<file path="config.mk">
export PLATFORM = sky130hd
export DESIGN_NAME = sonar_echo_timer
export DESIGN_NICKNAME = d
export VERILOG_FILES = /design/src/rtl/sonar_pkg.sv /design/src/rtl/sync_edge.sv /design/src/rtl/sonar_echo_timer.sv
export SDC_FILE = /design/constraint.sdc
export NUM_CORES = 1
export LEC_CHECK = 0
export ABC_CLOCK_PERIOD_IN_PS = 4200
export CAP_MARGIN = 20
export CORE_MARGIN = 3
export CORE_UTILIZATION = 55
export CTS_BUF_LIST = sky130_fd_sc_hd__clkbuf_16
export CTS_CLUSTER_DIAMETER = 150
export DETAILED_ROUTE_END_ITERATION = 8
export PLACE_DENSITY = 0.74
export SYNTH_ARGS = -nofsm -noshare
export SYNTH_HDL_FRONTEND = slang
export SYNTH_HIERARCHICAL = 1
export SYNTH_SLANG_ARGS = --single-unit
</file>
<file path="constraint.sdc">
create_clock -name clk -period 4.2 [get_ports clk]
set_input_delay 0.84 -clock clk [delete_from_list [all_inputs] [get_ports clk]]
set_output_delay 0.84 -clock clk [all_outputs]
set_load 0.1 [all_outputs]
</file>
<file path="src/rtl/sonar_pkg.sv">
// ---------------------------------------------------------------------------
// sonar_pkg
// Shared definitions for the sonar ranging blocks and the downstream sonar
// logic unit: the ranging FSM state type, the published width format, and a
// saturating increment helper for the width counters.
// No ports (package).
// ---------------------------------------------------------------------------
package sonar_pkg;

   // Width of every published echo measurement word
   localparam int WIDTH_W = 16;

   // Saturation value; also the result code reported for a timeout
   localparam logic [WIDTH_W-1:0] WIDTH_SAT = 16'hFFFF;

   // Ranging cycle states
   typedef enum logic [2:0] {
      IDLE      = 3'd0,
      TRIG      = 3'd1,
      WAIT_RISE = 3'd2,
      MEASURE   = 3'd3,
      HOLDOFF   = 3'd4
   } sonar_state_t;

   // Increment that sticks at WIDTH_SAT instead of wrapping to zero
   function automatic logic [WIDTH_W-1:0] satInc(input logic [WIDTH_W-1:0] value);
      if (value == WIDTH_SAT) begin
         return value;
      end
      return value + {{(WIDTH_W-1){1'b0}}, 1'b1};
   endfunction

endpackage

</file>
<file path="src/rtl/sync_edge.sv">
// ---------------------------------------------------------------------------
// sync_edge
// Brings an asynchronous sensor input into the clk domain through a 2-FF
// synchroniser and produces single-cycle rise/fall pulses from the
// synchronised level.
// Ports:
//   clk      in   system clock
//   reset    in   asynchronous active-high reset
//   i_async  in   raw input, asynchronous to clk
//   o_rise   out  1-cycle pulse on a 0->1 transition of the synchronised level
//   o_fall   out  1-cycle pulse on a 1->0 transition of the synchronised level
// ---------------------------------------------------------------------------
module sync_edge (
   input  logic clk,
   input  logic reset,
   input  logic i_async,
   output logic o_rise,
   output logic o_fall
);

   logic r_meta;
   logic r_sync;
   logic r_prev;

   // Two flops resolve metastability; the third keeps the previous synchronised
   // level so edges can be detected without touching the metastable stage.
   always_ff @(posedge clk or posedge reset) begin
      if (reset) begin
         r_meta <= 1'b0;
         r_sync <= 1'b0;
         r_prev <= 1'b0;
      end else begin
         r_meta <= i_async;
         r_sync <= r_meta;
         r_prev <= r_sync;
      end
   end

   assign o_rise = r_sync & ~r_prev;
   assign o_fall = ~r_sync & r_prev;

endmodule

</file>
<file path="src/rtl/sonar_echo_timer.sv">
// ---------------------------------------------------------------------------
// sonar_echo_timer
// Drives one ultrasonic ranger: issues a trigger pulse, then measures the
// echo high time in ticks of TICK_DIV clocks, publishing a 16-bit result with
// a one-cycle valid strobe. A missing echo is reported as a timeout.
// Ports:
//   clk          in   system clock
//   reset        in   asynchronous active-high reset
//   enable       in   1 = range continuously; 0 = finish current cycle, then idle
//   echo         in   raw echo from the sensor (asynchronous)
//   trig         out  registered trigger to the sensor
//   echo_width   out  last measured width in ticks, held until the next result
//   width_valid  out  one-cycle strobe when echo_width/timeout update
//   timeout      out  last result was a timeout (echo_width = 16'hFFFF)
//   busy         out  state is not IDLE
// ---------------------------------------------------------------------------
module sonar_echo_timer
   import sonar_pkg::*;
#(
   parameter int TRIG_CYCLES   = 500,
   parameter int TICK_DIV      = 50,
   parameter int TIMEOUT_TICKS = 30000,
   parameter int PERIOD_CYCLES = 3_000_000
) (
   input  logic               clk,
   input  logic               reset,
   input  logic               enable,
   input  logic               echo,
   output logic               trig,
   output logic [WIDTH_W-1:0] echo_width,
   output logic               width_valid,
   output logic               timeout,
   output logic               busy
);

   localparam int TRIG_W = $clog2(TRIG_CYCLES + 1);
   localparam int TICK_W = $clog2(TICK_DIV + 1);
   localparam int TMO_W  = $clog2(TIMEOUT_TICKS + 1);
   localparam int PER_W  = $clog2(PERIOD_CYCLES + 1);

   localparam logic [TRIG_W-1:0] TRIG_LAST = TRIG_W'(TRIG_CYCLES - 1);
   localparam logic [TICK_W-1:0] TICK_LAST = TICK_W'(TICK_DIV - 1);
   localparam logic [TMO_W-1:0]  TMO_LAST  = TMO_W'(TIMEOUT_TICKS - 1);
   localparam logic [PER_W-1:0]  PER_LAST  = PER_W'(PERIOD_CYCLES - 1);

   sonar_state_t        r_state;
   sonar_state_t        w_nextState;
   logic [TICK_W-1:0]   r_tickCnt;
   logic [TRIG_W-1:0]   r_trigCnt;
   logic [TMO_W-1:0]    r_tmoCnt;
   logic [PER_W-1:0]    r_perCnt;
   logic [WIDTH_W-1:0]  r_widthCnt;
   logic [WIDTH_W-1:0]  r_echoWidth;
   logic                r_trig;
   logic                r_valid;
   logic                r_timeout;

   logic                w_rise;
   logic                w_fall;
   logic                w_tick;
   logic                w_stateChange;
   logic                w_enterTrig;
   logic                w_periodDone;
   logic [WIDTH_W-1:0]  w_widthNext;

   sync_edge u_echoSync (
      .clk     (clk),
      .reset   (reset),
      .i_async (echo),
      .o_rise  (w_rise),
      .o_fall  (w_fall)
   );

   // Every state change restarts the tick divider, so the first tick after
   // entering a state is always a full TICK_DIV away. The period counter is
   // anchored to the clock edge that raises trig.
   assign w_tick        = (r_tickCnt == TICK_LAST);
   assign w_stateChange = (w_nextState != r_state);
   assign w_enterTrig   = (w_nextState == TRIG) && (r_state != TRIG);
   assign w_periodDone  = (r_perCnt >= PER_LAST);

   // A tick landing on the same edge as the falling echo still counts, so the
   // reported width is the echo time rounded down to whole ticks.
   assign w_widthNext = w_tick ? satInc(r_widthCnt) : r_widthCnt;

   // Next-state decode. A rising echo wins over a coincident timeout, and
   // MEASURE deliberately has no exit other than the falling echo.
   always_comb begin
      w_nextState = r_state;
      case (r_state)
         IDLE: begin
            if (enable) begin
               w_nextState = TRIG;
            end
         end
         TRIG: begin
            if (r_trigCnt == TRIG_LAST) begin
               w_nextState = WAIT_RISE;
            end
         end
         WAIT_RISE: begin
            if (w_rise) begin
               w_nextState = MEASURE;
            end else if (w_tick && (r_tmoCnt == TMO_LAST)) begin
               w_nextState = HOLDOFF;
            end
         end
         MEASURE: begin
            if (w_fall) begin
               w_nextState = HOLDOFF;
            end
         end
         HOLDOFF: begin
            if (w_periodDone) begin
               w_nextState = enable ? TRIG : IDLE;
            end
         end
         default: begin
            w_nextState = IDLE;
         end
      endcase
   end

   // State register plus trig; trig is high exactly while the FSM sits in TRIG,
   // and the async reset drops it immediately.
   always_ff @(posedge clk or posedge reset) begin
      if (reset) begin
         r_state <= IDLE;
         r_trig  <= 1'b0;
      end else begin
         r_state <= w_nextState;
         r_trig  <= (w_nextState == TRIG);
      end
   end

   // Tick divider: free-running modulo TICK_DIV, restarted on state entry.
   always_ff @(posedge clk or posedge reset) begin
      if (reset) begin
         r_tickCnt <= '0;
      end else if (w_stateChange || w_tick) begin
         r_tickCnt <= '0;
      end else begin
         r_tickCnt <= r_tickCnt + TICK_W'(1);
      end
   end

   // Trigger length counter, counting clocks spent in TRIG.
   always_ff @(posedge clk or posedge reset) begin
      if (reset) begin
         r_trigCnt <= '0;
      end else if (w_stateChange) begin
         r_trigCnt <= '0;
      end else if (r_state == TRIG) begin
         r_trigCnt <= r_trigCnt + TRIG_W'(1);
      end
   end

   // Echo wait counter, counting ticks spent in WAIT_RISE.
   always_ff @(posedge clk or posedge reset) begin
      if (reset) begin
         r_tmoCnt <= '0;
      end else if (w_stateChange) begin
         r_tmoCnt <= '0;
      end else if ((r_state == WAIT_RISE) && w_tick) begin
         r_tmoCnt <= r_tmoCnt + TMO_W'(1);
      end
   end

   // Period counter: restarts with each trig rise and stops once the minimum
   // period has elapsed, so a long cycle lets HOLDOFF exit on its first clock.
   always_ff @(posedge clk or posedge reset) begin
      if (reset) begin
         r_perCnt <= '0;
      end else if (w_enterTrig) begin
         r_perCnt <= '0;
      end else if (!w_periodDone) begin
         r_perCnt <= r_perCnt + PER_W'(1);
      end
   end

   // Echo width counter, one count per tick in MEASURE, saturating.
   always_ff @(posedge clk or posedge reset) begin
      if (reset) begin
         r_widthCnt <= '0;
      end else if (w_stateChange) begin
         r_widthCnt <= '0;
      end else if (r_state == MEASURE) begin
         r_widthCnt <= w_widthNext;
      end
   end

   // Result registers: width, timeout flag and the valid strobe all update on
   // the clock after the terminating edge or timeout, once per ranging cycle.
   always_ff @(posedge clk or posedge reset) begin
      if (reset) begin
         r_echoWidth <= '0;
         r_timeout   <= 1'b0;
         r_valid     <= 1'b0;
      end else begin
         r_valid <= 1'b0;
         if ((r_state == WAIT_RISE) && (w_nextState == HOLDOFF)) begin
            r_echoWidth <= WIDTH_SAT;
            r_timeout   <= 1'b1;
            r_valid     <= 1'b1;
         end else if ((r_state == MEASURE) && w_fall) begin
            r_echoWidth <= w_widthNext;
            r_timeout   <= 1'b0;
            r_valid     <= 1'b1;
         end
      end
   end

   assign trig        = r_trig;
   assign echo_width  = r_echoWidth;
   assign width_valid = r_valid;
   assign timeout     = r_timeout;
   assign busy        = (r_state != IDLE);

endmodule
</file>
==> results_dict.tcl <==
set metrics [dict create \
    clk_pin_slew_ns 0.07 \
    cts_buffers 9 \
    dp_slack_ns 1.31 \
    syn_area_mm2 0.00523 \
    vias_per_cell 6.33 \
    die_area_mm2 0.0107 \
    status "complete, no violations" \
    post_cts_buffers 0 \
    path_cells "or3_1, clkdlybuf4s50_1" \
    ys_types 64 \
    grt_overflow 0 \
    irDropWorstVdd_uv 189 \
    drc 0 \
    final_nets 560 \
    chipWidth_um 104 \
    cts_htree_levels 3 \
    die-height_um 104 \
    r2r_cells 7 \
    worst_slack_ns 1.10 \
    min_path_type "flop to flop" \
    slew_viol_final 0 \
    yosys_warnings 6 \
    cts_tree "done" \
    antenna_found_initial 0 \
    post-route-util_pct 63.8 \
    hold_end "u_echoSync/r_sync" \
    grt_util_all_layers_pct 21.7 \
    port_buffers 23 \
    period_share_pct 73.8 \
    dp_hpwl_um 7860 \
    min_from "u_echoSync/r_meta" \
    p_leak_nw 2.30 \
    p_per_area_mw_per_mm2 413 \
    worstMarginPinSlew_ns 0.998 \
    hold_buffers 0 \
    r2r-start "r_tickCnt[1]" \
    io_pins 24 \
    grt_max_degree 47 \
    worstSetupPathType "flop to output port" \
    clkLatencyLatePin_ns 0.34 \
    wl_um 11500 \
    reg2reg_to "r_tmoCnt[7]" \
    rows 34 \
    layout_min_cycle_time_ns 3.10 \
    gp_congestion 0.884 \
    setup_viol 0 \
    ctsResizeCount 0 \
    finalHoldViolCount 0 \
    total_power_mw 2.36 \
    area_growth_pct 9.45 \
    ff2ff_setup_slack_ns 1.26 \
    clk_path_buf_depth 2 \
    skew_ns 0.00872 \
    synthCells 549 \
    timing.fmax_mhz 323 \
    cp_slowest_cell "clkdlybuf4s50_1" \
    max_slew_margin_pct 33.1 \
    synthFlopType "dfrtp_1" \
    arrival_ns 2.26 \
    synth-async-reset-ratio_pct 100 \
    fin_tns_setup_ns 0 \
    diodes 0 \
    max_stage_delay_ns 1.14 \
    syn_avg_cell_area_um2 9.53 \
    drtIter0Drc 303 \
    synth_edf_count 0 \
    yosysTopAreaCellShare_pct 44.5 \
    yosysSeqAreaShare_pct 44.5 \
    cap_violations 0 \
    yosys-top-cells-area "dfrtp_1 44%, nor3_1 5.0%, xor2_1 4.5%, xnor2_1 4.0%, nand2_1 2.9%" \
    cts-root-buf "clkbuf_16" \
    drive_gt1_share_pct 5.95 \
    dr.pass1.iters 5 \
    routed-via-count 4308 \
    synth-seq-cells 93 \
    cp_max_fo 12 \
    grt_pass1_wl_um 19700 \
    drt-wirelength-per-cell_um 16.9 \
    initial_core_util_pct 58.3 \
    worstSetupStartpointType "flop" \
    min_path_cells 0 \
    grt_pass1_vias 4028 \
    synth.net_count 559 \
    synth_top_area_cell "dfrtp_1" \
    critical_path_required_ns 3.36 \
    antenna_left 0 \
    rsz0062_at_grt "no" \
    critPathCaptureType "output port" \
    coreArea_mm2 0.00898 \
    cts_sinks 93 \
]
## cells in the mapped netlist, types with 3 or more instances
cell        n
a2111oi_0   3
a21oi_1    18
a22oi_1     6
a31o_2      3
a31oi_1     3
and2_1      3
and3_1     13
and4_1      8
buf_2      12
buf_6       7
clkbuf_1   18
dfrtp_1    93
ha_1        6
inv_1      10
mux2i_1    12
nand2_1    40
nand3_1    28
nand4_1    17
nor2_1     33
nor3_1     52
nor4_1     14
o2111ai_1   4
o211ai_1   12
o21ai_0     9
o31ai_1    12
or3_1       4
or4_1      14
xnor2_1    24
xor2_1     27
## kinds of logic (layout without fill, tap and decap cells)
kind of cell,after synthesis,in the layout,share of synthesized area (%)
AOI/OAI and AO/OA,88,88,12.0
DFF,93,93,44.5
buffers and inverters,48,54,4.76
adders and majority gates,6,6,1.44
muxes,13,13,2.51
xor gates and xnor gates,51,51,8.54
and+or+nand+nor,250,250,26.3
## critical path: cells and delay by family, from the launching register on
kind                   cells  cell delay, ns
buffers and inverters      1            1.14
DFF                        1            0.60
and+or+nand+nor            1            0.18
## final cells by class
| type | instances | area (um2) |
|---|---|---|
| clock buffer | 9 | 225 |
| clock inverter | 7 | 42.5 |
| fill | 739 | 3250 |
| inverter | 10 | 38.8 |
| multi-input combinational | 408 | 2670 |
| sequential | 93 | 2330 |
| tap | 126 | 158 |
| timing repair buffer | 28 | 268 |
## layer usage
layer  part of all wire, %  wire, um  global-route usage, %  vias up
met4                   1.0       119                   6.27        0
met1                    46      5310                   31.5     2101
met5                     0         0                      0        -
met3                   5.2       600                   3.48       14
li1                      -         -                      -     2051
met2                    48      5480                   34.0      142
## stage by stage
step,cells,hold slack [ns],area [um2]
final,681,0.351,5720
after global routing,681,0.355,5720
after CTS,681,0.351,5720
after detailed placement,665,0.336,5460
after global placement,665,0.333,5460
after floorplan,549,0.331,5230
## state kept, by name (all words and copies together) (netlist names)
| signal | flops |
|---|---|
| r_trigCnt | 9 |
| r_tmoCnt | 15 |
| r_perCnt | 22 |
| echo_width | 16 |
| u_echoSync/r_prev | 1 |
| u_echoSync/r_meta | 1 |
| trig | 1 |
| timeout | 1 |
| r_state | 3 |
| r_widthCnt | 16 |
| u_echoSync/r_sync | 1 |
| r_tickCnt | 6 |
| width_valid | 1 |
## report_power, final
group | switching, mW | internal (mW)
logic | 0.230 | 0.186
clock network | 0.345 | 0.397
registers | 0.171 | 1.03
total | 0.746 | 1.62
## placed cells by master, fill, tap and decap left out, types with 3 or more instances in the layout
cell,netlist,routed
buf_4,0,5
clkdlybuf4s50_1,0,23
o2111ai_1,4,4
clkinvlp_4,0,3
a31oi_1,3,3
nor2_1,33,33
o31ai_1,12,12
clkbuf_16,0,9
a31o_2,3,3
or4_1,14,14
nand3_1,28,28
xor2_1,27,27
o211ai_1,12,12
mux2i_1,12,12
ha_1,6,6
a22oi_1,6,6
and4_1,8,8
dfrtp_1,93,93
nand4_1,17,17
and3_1,13,13
a21oi_1,18,18
xnor2_1,24,24
nor3_1,52,52
o21ai_0,9,9
nor4_1,14,14
nand2_1,40,40
a2111oi_0,3,3
or3_1,4,4
and2_1,3,3
inv_1,10,10
## worst max path at each step
stage                 startpoint        endpoint  slack, ns  cells after the start
global placement    r_tickCnt[1]  r_widthCnt[15]       1.43                      7
global route          r_state[2]            busy       1.04                      2
floorplan                  reset   echo_width[0]       1.02                      1
finish                r_state[2]            busy       1.10                      2
CTS                   r_state[2]            busy       1.09                      2
detailed placement  r_tickCnt[1]     r_tmoCnt[9]       1.31                      7
Note: power is estimated with default switching activity, not from simulation.
